$ cat config.mk
export PLATFORM = sky130hd
export DESIGN_NAME = rf_write_arbiter
export DESIGN_NICKNAME = d
export VERILOG_FILES = /design/src/rtl/rf_write_arbiter.sv
export SDC_FILE = /design/constraint.sdc
export NUM_CORES = 1
export LEC_CHECK = 0
export CAP_MARGIN = 20
export CORE_MARGIN = 5
export CORE_UTILIZATION = 67
export DETAILED_ROUTE_END_ITERATION = 8
export DONT_BUFFER_PORTS = 1
export PLACE_DENSITY = 0.83
export SLEW_MARGIN = 30
export SYNTH_ARGS = -nofsm -noshare
export SYNTH_HDL_FRONTEND = slang
export SYNTH_SLANG_ARGS = --single-unit
$ cat constraint.sdc
create_clock -name clk -period 3.1 [get_ports clk]
set_input_delay 0.31 -clock clk [delete_from_list [all_inputs] [get_ports clk]]
set_output_delay 0.31 -clock clk [all_outputs]
set_load 0.05 [all_outputs]
$ cat src/rtl/rf_write_arbiter.sv
// Register-file write port arbiter: fixed priority to the pipeline
// writeback, with a starvation guard for the multi-cycle unit.
module rf_write_arbiter #(
  parameter int XLEN     = 32,
  parameter int REG_ID_W = 5,
  parameter int MAX_WAIT = 3,
  parameter int CNT_W    = 4
) (
  input  logic                clk,
  input  logic                rst,
  input  logic                req0_valid,
  input  logic [REG_ID_W-1:0] req0_reg,
  input  logic [XLEN-1:0]     req0_data,
  output logic                req0_ready,
  input  logic                req1_valid,
  input  logic [REG_ID_W-1:0] req1_reg,
  input  logic [XLEN-1:0]     req1_data,
  output logic                req1_ready,
  output logic                rf_write_enable,
  output logic [REG_ID_W-1:0] rf_write_reg,
  output logic [XLEN-1:0]     rf_write_data,
  output logic                boost
);

  localparam logic [CNT_W-1:0] WAIT_MAX = CNT_W'(MAX_WAIT);

  logic [CNT_W-1:0]    wait_cnt;
  logic [REG_ID_W-1:0] sel_reg;
  logic [XLEN-1:0]     sel_data;
  logic                accept;
  logic                write;
  logic                blocked;

  assign boost = !rst && (wait_cnt == WAIT_MAX);

  assign req1_ready = !rst && req1_valid &&
                      (boost || !req0_valid);
  assign req0_ready = !rst && req0_valid && !req1_ready;

  assign blocked = req1_valid && !req1_ready;

  always_comb begin
    sel_reg  = req0_reg;
    sel_data = req0_data;
    if (req1_ready) begin
      sel_reg  = req1_reg;
      sel_data = req1_data;
    end
    accept = req0_ready || req1_ready;
    // x0 writes complete the handshake but leave the port untouched
    write  = accept && (sel_reg != '0);
  end

  always_ff @(posedge clk) begin
    if (rst) begin
      wait_cnt        <= '0;
      rf_write_enable <= 1'b0;
      rf_write_reg    <= '0;
      rf_write_data   <= '0;
    end else begin
      if (blocked) begin
        if (wait_cnt != WAIT_MAX)
          wait_cnt <= wait_cnt + CNT_W'(1);
      end else begin
        wait_cnt <= '0;
      end
      rf_write_enable <= write;
      if (write) begin
        rf_write_reg  <= sel_reg;
        rf_write_data <= sel_data;
      end
    end
  end

endmodule

==> flow_metrics.py, run 1 <==
metrics = {
    "run_status": {
        "status": "complete, no violations",
    },
    "routing": {
        "ant_nets": 0,
        "routed-via-count": 1667,
        "dr.pass1.iters": 4,
        "first_iter_violations": 99,
        "drc": 0,
        "via_per_inst": 6.64,
        "drt-total-wl_mm": 5.56,
        "wl_per_cell_um": 22.1,
    },
    "setup_path": {
        "critical_path.slowest_cell": "dfxtp_1",
        "cp-end-kind": "output pin",
        "reg2regPathDepth": 6,
        "required_ps": 2790,
        "crit_chain": "ha_1 > nor3b_2 > o21ai_4 > buf_4 > nor2_1 > buf_4",
        "path_common_cell": "buf_4",
        "crit_path_max_incr_delay_ps": 370,
        "timing.rr.start": "wait_cnt[0]$_SDFFE_PP0P_",
        "startpoint_type": "register",
        "r2r_end": "rf_write_data[11]$_SDFFE_PP0P_",
        "path_max_fanout": 21,
        "arrival_ps": 1910,
        "rrSetupSlack_ps": 950,
        "critPathKind": "reg2out",
    },
    "clock_network": {
        "numCtsBuffers": 5,
        "clk_pin_slew_worst_paths_ps": 120,
        "ctsHoldBuffers": 5,
        "root_buffer": "clkbuf_4",
        "cts_tree": "done",
        "clock_sinks": 42,
        "insertion_delay_ps": 360,
        "htree_levels": 2,
        "cts.path.max_buffers": 2,
        "post-cts-setup-buffer-count": 0,
        "cts_resized": 0,
    },
    "pwr": {
        "power_mw": 1.29,
        "p_leak_nw": 1.01,
        "ir_drop_uv": 370,
        "p_per_area_nw_per_um2": 543,
    },
    "global_routing": {
        "grt_overflow_total": 0,
        "grt_pass1_vias": 1669,
        "antenna_found_initial": 0,
        "grt_usage_pct": 23.9,
        "grt_pass1_wl_mm": 8.16,
        "grt_max_degree": 36,
    },
    "placed_design": {
        "dpl_worst_slack_ps": 981,
        "dp_hpwl_mm": 3.82,
        "dpl_cell_area_um2": 2230,
        "port-buffer-count": 0,
        "place_congestion": 0.719,
    },
    "logic_synthesis": {
        "avgSynthCellArea_um2": 11.1,
        "synth_top_family_by_area": "compound AO/OA/AOI/OAI gates",
        "synth_fa_ha_area_share_pct": 0.562,
        "syn-num-nets": 280,
        "synth_cell_types": 32,
        "synth_mux_area_share_pct": 15.3,
        "synthCells": 201,
        "synth_seq_area_share_pct": 37.8,
        "synth_xor_area_share_pct": 0.394,
        "synth_compound_area_share_pct": 29.3,
        "yosys.area_share.simple_pct": 10.7,
        "synth_seq_cells": 42,
        "yosys_warnings": 0,
        "syn_area_um2": 2220,
    },
    "die": {
        "die_x_um": 67.6,
        "ios": 119,
        "start_util_pct": 67.7,
        "die-area_um2": 4570,
        "rows": 21,
        "coreArea_um2": 3280,
        "die_h_um": 67.6,
    },
    "final_layout": {
        "n_antenna_cell": 0,
        "nets": 283,
        "multi_input_area_um2": 1260,
        "nFillCells": 248,
        "largest_reg_flops": 32,
        "final_area_um2": 2370,
        "drive_above_1_share_pct": 27.8,
        "regArea_um2": 841,
        "synthToLayoutAreaGrowth_pct": 6.64,
    },
    "flow_run": {
        "drv_cap": 0,
    },
    "timing": {
        "worstMarginPinSlew_ps": 725,
        "fmax_ghz": 0.450,
        "hold_viol": 0,
        "worst_slack_ps": 878,
        "finClkSkew_ps": 9.54,
        "period_share_pct": 71.7,
        "rsz0062_at_grt": "false",
        "setup_viol": 0,
        "fin_tns_setup_ps": 0,
        "finalMaxSlewViolations": 0,
        "max_slew_margin_pct": 51.5,
        "min_period_ps": 2220,
    },
    "worst_hold_path": {
        "hp-class": "in2reg",
        "min_from": "rst",
        "worstHoldPathCells": 1,
        "hold_end": "rf_write_data[15]$_SDFFE_PP0P_",
    },
}
==> cells by family (layout without fill, tap and decap cells) <==
| family | Yosys count | count (layout) |
|---|---|---|
| DFF | 42 | 42 |
| xor gates and xnor gates | 1 | 1 |
| muxes | 34 | 34 |
| and+or+nand+nor | 50 | 50 |
| buffers and inverters | 21 | 25 |
| adders and majority gates | 1 | 1 |
| AOI/OAI and AO/OA | 52 | 52 |
==> critical path, delay by kind of cell, from the launching register on <==
kind                       cells  cell delay, ps
and+or+nand+nor                2             420
AOI/OAI and AO/OA              1              80
buffers and inverters          2             450
adders and majority gates      1             230
DFF                            1             370
==> per-layer routing <==
layer  track usage, %  share of wire (%)
met1             27.1                 38
met2             42.3                 51
met3             7.99                9.6
met4             6.84                1.1
met5                0                  0
==> how the worst max path moves through the flow <==
stage                             startpoint                        endpoint  slack, ps  cells after the start
floorplan           wait_cnt[0]$_SDFFE_PP0P_                      req0_ready        890                      4
global placement    wait_cnt[0]$_SDFFE_PP0P_   rf_write_data[9]$_SDFFE_PP0P_       1160                      6
detailed placement  wait_cnt[0]$_SDFFE_PP0P_  rf_write_data[11]$_SDFFE_PP0P_        980                      6
CTS                 wait_cnt[0]$_SDFFE_PP0P_                      req1_ready        880                      6
global route        wait_cnt[0]$_SDFFE_PP0P_                      req1_ready        740                      6
finish              wait_cnt[0]$_SDFFE_PP0P_                      req1_ready        880                      6
==> per-stage QoR <==
stage          hold slack [ps]  utilization (%)  instances
2_1_floorplan              418                -        201
5_1_grt                   1.98             72.2        251
3_3_place_gp               381             68.0        237
6_report                  10.2             72.2        251
3_5_place_dp               383             68.0        237
4_1_cts                  0.573             71.9        250
==> placed cells by master, fill, tap and decap left out, drive strengths merged <==
master and n:
or4 2, or3b 1, o211ai 4, xor2 1, o21ai 3, nand2b 1, buf 9, inv 2
nand3b 1, ha 1, nor3b 1, nand3 1, nand4b 1, a21boi 1, nor2 40, o211a 1
dlygate4sd3 6, a22oi 3, a221oi 34, mux2i 34, a21oi 6, nand4bb 1, dfxtp 42, nor3 1
clkbuf 8
==> synth_stat cells <==
library cell   n  share of area [%]
o21ai_4        2                1.5
or4_4          1               0.51
buf_2          6                1.3
o211ai_1       3                1.0
a21oi_1        6                1.3
o211a_1        1               0.45
or4_1          1               0.34
nor3_1         1               0.22
a221oi_2      30                 20
nor2_1        39                6.6
buf_6          5                2.5
xor2_1         1               0.39
nand4b_1       1               0.39
mux2i_1       34                 15
dfxtp_1       42                 38
o211ai_4       1               0.96
a22oi_1        3                1.0
ha_1           1               0.56
inv_1          1               0.17
nor3b_2        1               0.56
nand4bb_1      1               0.51
nand3_1        1               0.22
nand2b_1       1               0.28
inv_2          1               0.17
nor2_2         1               0.28
nand3b_1       1               0.34
clkbuf_1       6                1.0
buf_4          2               0.67
a221oi_1       4                1.6
or3b_4         1               0.51
a21boi_4       1               0.84
o21ai_2        1               0.39
==> cell type report <==
type / count / area share, %
clock buffer: 8 / 3.32
inverter: 2 / 0.316
multi-input combinational: 138 / 53.1
sequential: 42 / 35.4
tap: 46 / 2.43
timing repair buffer: 15 / 5.38
==> where the power goes <==
group          total [mW]  switching [mW]  internal, mW
Sequential          0.760           0.178         0.582
Clock               0.328           0.173         0.155
Combinational       0.199           0.113        0.0861
Total                1.29           0.464         0.824
Note: power is estimated with default switching activity, not from simulation.
==> run 2: changes to the inputs <==
--- a/config.mk
+++ b/config.mk
@@ -7,10 +7,10 @@
 export LEC_CHECK = 0
 export CAP_MARGIN = 20
 export CORE_MARGIN = 5
-export CORE_UTILIZATION = 67
+export CORE_UTILIZATION = 56
 export DETAILED_ROUTE_END_ITERATION = 8
 export DONT_BUFFER_PORTS = 1
-export PLACE_DENSITY = 0.83
+export PLACE_DENSITY = 0.74
 export SLEW_MARGIN = 30
 export SYNTH_ARGS = -nofsm -noshare
 export SYNTH_HDL_FRONTEND = slang
==> constraint.sdc (replaced) <==
create_clock -name clk -period 1.9 [get_ports clk]
set_input_delay 0.19 -clock clk [delete_from_list [all_inputs] [get_ports clk]]
set_output_delay 0.19 -clock clk [all_outputs]
set_load 0.05 [all_outputs]
==> run 2 against run 1 <==
Critical path depth stayed put. Via count rose by 0.18%. Core utilization down 7.7 points. Count of clock-buffer cells in the layout is 2 lower. Final area up 6.4%. Flip-flop and latch count did not move. Clock power increased by 78%. Non-clock buffer count grew 5. Wire length fell by 0.43%. Cell count increased by 3.6%. First-iteration DRC count down 23%. Critical path type unchanged. Largest power group unchanged. Highest routed layer unchanged.
==> flow_metrics.py, run 2 (synthesized netlist as in run 1, its figures left out) <==
metrics = {
    "worst_hold_path": {
        "worstHoldPathCells": 2,
        "hp-class": "in2reg",
    },
    "timing": {
        "whs_ps": 97.9,
        "rsz0062_at_grt": "true",
        "period_share_pct": 97.4,
        "finalMaxSlewViolations": 0,
        "fmax_ghz": 0.541,
        "max_slew_margin_pct": 63.5,
        "worstMarginPinSlew_ps": 546,
        "setup_viol": 0,
        "finClkSkew_ps": 3.43,
        "fin_tns_setup_ps": 0,
        "hold_viol": 0,
        "min_period_ps": 1850,
    },
    "die": {
        "die_x_um": 73.0,
        "die_h_um": 73.0,
        "rows": 23,
        "ios": 119,
        "start_util_pct": 56.8,
        "coreArea_um2": 3910,
        "die-area_um2": 5330,
    },
    "routing": {
        "drt-total-wl_mm": 5.54,
        "wl_per_cell_um": 21.3,
        "drc": 0,
        "routed-via-count": 1670,
        "ant_nets": 0,
        "first_iter_violations": 76,
        "via_per_inst": 6.42,
        "dr.pass1.iters": 4,
    },
    "global_routing": {
        "grt_pass1_vias": 1697,
        "grt_usage_pct": 20.2,
        "use_met3_pct": 7.16,
        "grt_max_degree": 39,
        "grt_overflow_total": 0,
        "antenna_found_initial": 0,
        "grt_pass1_wl_mm": 8.45,
        "busiest_layer": "met2",
        "use_met2_pct": 35.1,
        "grt_use_met1_pct": 23.1,
    },
    "pwr": {
        "seqPwrFrac_pct": 55.8,
        "internal_power_mw": 1.41,
        "p_leak_nw": 1.07,
        "p_comb_share_pct": 17.4,
        "p_per_area_nw_per_um2": 865,
        "power.switching_uw": 778,
        "ir_drop_uv": 455,
        "power.clock.fraction_pct": 26.7,
        "swShare_pct": 35.6,
    },
    "final_layout": {
        "largest_reg_flops": 32,
        "synthToLayoutAreaGrowth_pct": 13.5,
        "nets": 288,
        "n_antenna_cell": 0,
        "drive_above_1_share_pct": 36.2,
        "final_common_cell": "dfxtp_1",
        "final_cell_mix": "dfxtp_1, nor2_1, mux2i_1",
    },
    "setup_path": {
        "crit_path_max_incr_delay_ps": 400,
        "reg2regPathDepth": 7,
        "critPathBufInv": 2,
        "critical_path.slowest_cell": "or3b_4",
        "required_ps": 1710,
        "cp-end-kind": "output pin",
        "cp_top_family": "simple AND/OR/NAND/NOR gates",
        "arrival_ps": 1660,
        "startpoint_type": "register",
        "crit_chain": "ha_4 > or3b_4 > a21boi_4 > buf_6 > nor3_2 > buf_6",
        "worst-path-stages": 6,
        "critPathKind": "reg2out",
        "path_common_cell": "buf_6",
        "path_max_fanout": 5,
    },
    "clock_network": {
        "htree_levels": 2,
        "clk_pin_slew_worst_paths_ps": 80,
        "clock_sinks": 42,
        "numCtsBuffers": 5,
        "root_buffer": "clkbuf_8",
        "insertion_delay_ps": 280,
        "cts_tree": "done",
        "cts.path.max_buffers": 2,
    },
    "placed_design": {
        "port-buffer-count": 0,
        "dp_hpwl_mm": 4.01,
        "place_congestion": 0.832,
    },
    "flow_run": {
        "drv_cap": 0,
    },
    "run_status": {
        "status": "complete, no violations",
    },
}
run 2: changes by cell type in the layout (fill, tap and decap cells not counted), moves of 3 or more:
cell           previous run  this run
dlygate4sd3_1             6         0
a221oi_2                 30        33
a221oi_1                  4         1
clkbuf_8                  3         6
buf_4                     9        13
clkbuf_4                  5         0
buf_6                     0         3
buf_12                    0         4
run 2: worst reg2reg max path: stages (launching register included):
cell and delay (ps):
dfxtp_2 360, ha_4 160, or3b_4 400, a21boi_4 150
buf_4 140, o21ai_4 50, buf_12 190, a221oi_1 280
run 2: layer usage:
layer	part of all wire (%)	vias to the layer above
met5	0	-
met4	1.4	0
met3	10	8
met2	50	83
met1	38	795
li1	-	784
run 2: path summary, 6_finish.rpt:
| check | start | to | slack [ps] |
|---|---|---|---|
| min | req0_reg[1] | rf_write_reg[1]$_SDFFE_PP0P_ | 100 |
| min reg2reg | rf_write_reg[0]$_SDFFE_PP0P_ | rf_write_reg[0]$_SDFFE_PP0P_ | 500 |
| max reg2reg | wait_cnt[1]$_SDFFE_PP0P_ | rf_write_data[9]$_SDFFE_PP0P_ | 90 |
| max | wait_cnt[1]$_SDFFE_PP0P_ | req0_ready | 50 |
run 2: what timing repair did:
action / CTS / global route
buffers inserted: 2 / 3
endpoints found under the setup margin: 4 / 5
gates resized for setup: 6 / 5
hold endpoints to repair: 38 / 0
hold buffers: 1 / 0
pin swaps: 2 / 1
run 2: final cells by class:
type                       count  area (um^2)
clock buffer                   6         82.6
clock inverter                 2         12.5
fill                         340         1390
inverter                       2         7.51
multi-input combinational    138         1310
sequential                    42          843
tap                           50         62.6
timing repair buffer          20          211
run 2: power groups by stage:
stage | Clock [mW] | Sequential [mW] | Combinational [mW]
global route | 0.638 | 1.23 | 0.409
floorplan | 0 | 1.24 | 0.285
detailed placement | 0 | 1.24 | 0.346
finish | 0.584 | 1.22 | 0.381
global placement | 0 | 1.24 | 0.330
CTS | 0.606 | 1.22 | 0.371
run 2: stage by stage:
| step | setup slack [ps] | std cells | total power, mW | util (%) | instance area, um^2 |
|---|---|---|---|---|---|
| after global routing | -0.301 | 260 | 2.28 | 64.5 | 2520 |
| after detailed placement | 5.34 | 246 | 1.59 | 59.3 | 2320 |
| after global placement | 138 | 246 | 1.57 | 59.3 | 2320 |
| final | 50.2 | 260 | 2.18 | 64.5 | 2520 |
| after floorplan | 86.7 | 201 | 1.53 | - | 2230 |
| after CTS | 4.54 | 257 | 2.20 | 63.3 | 2480 |
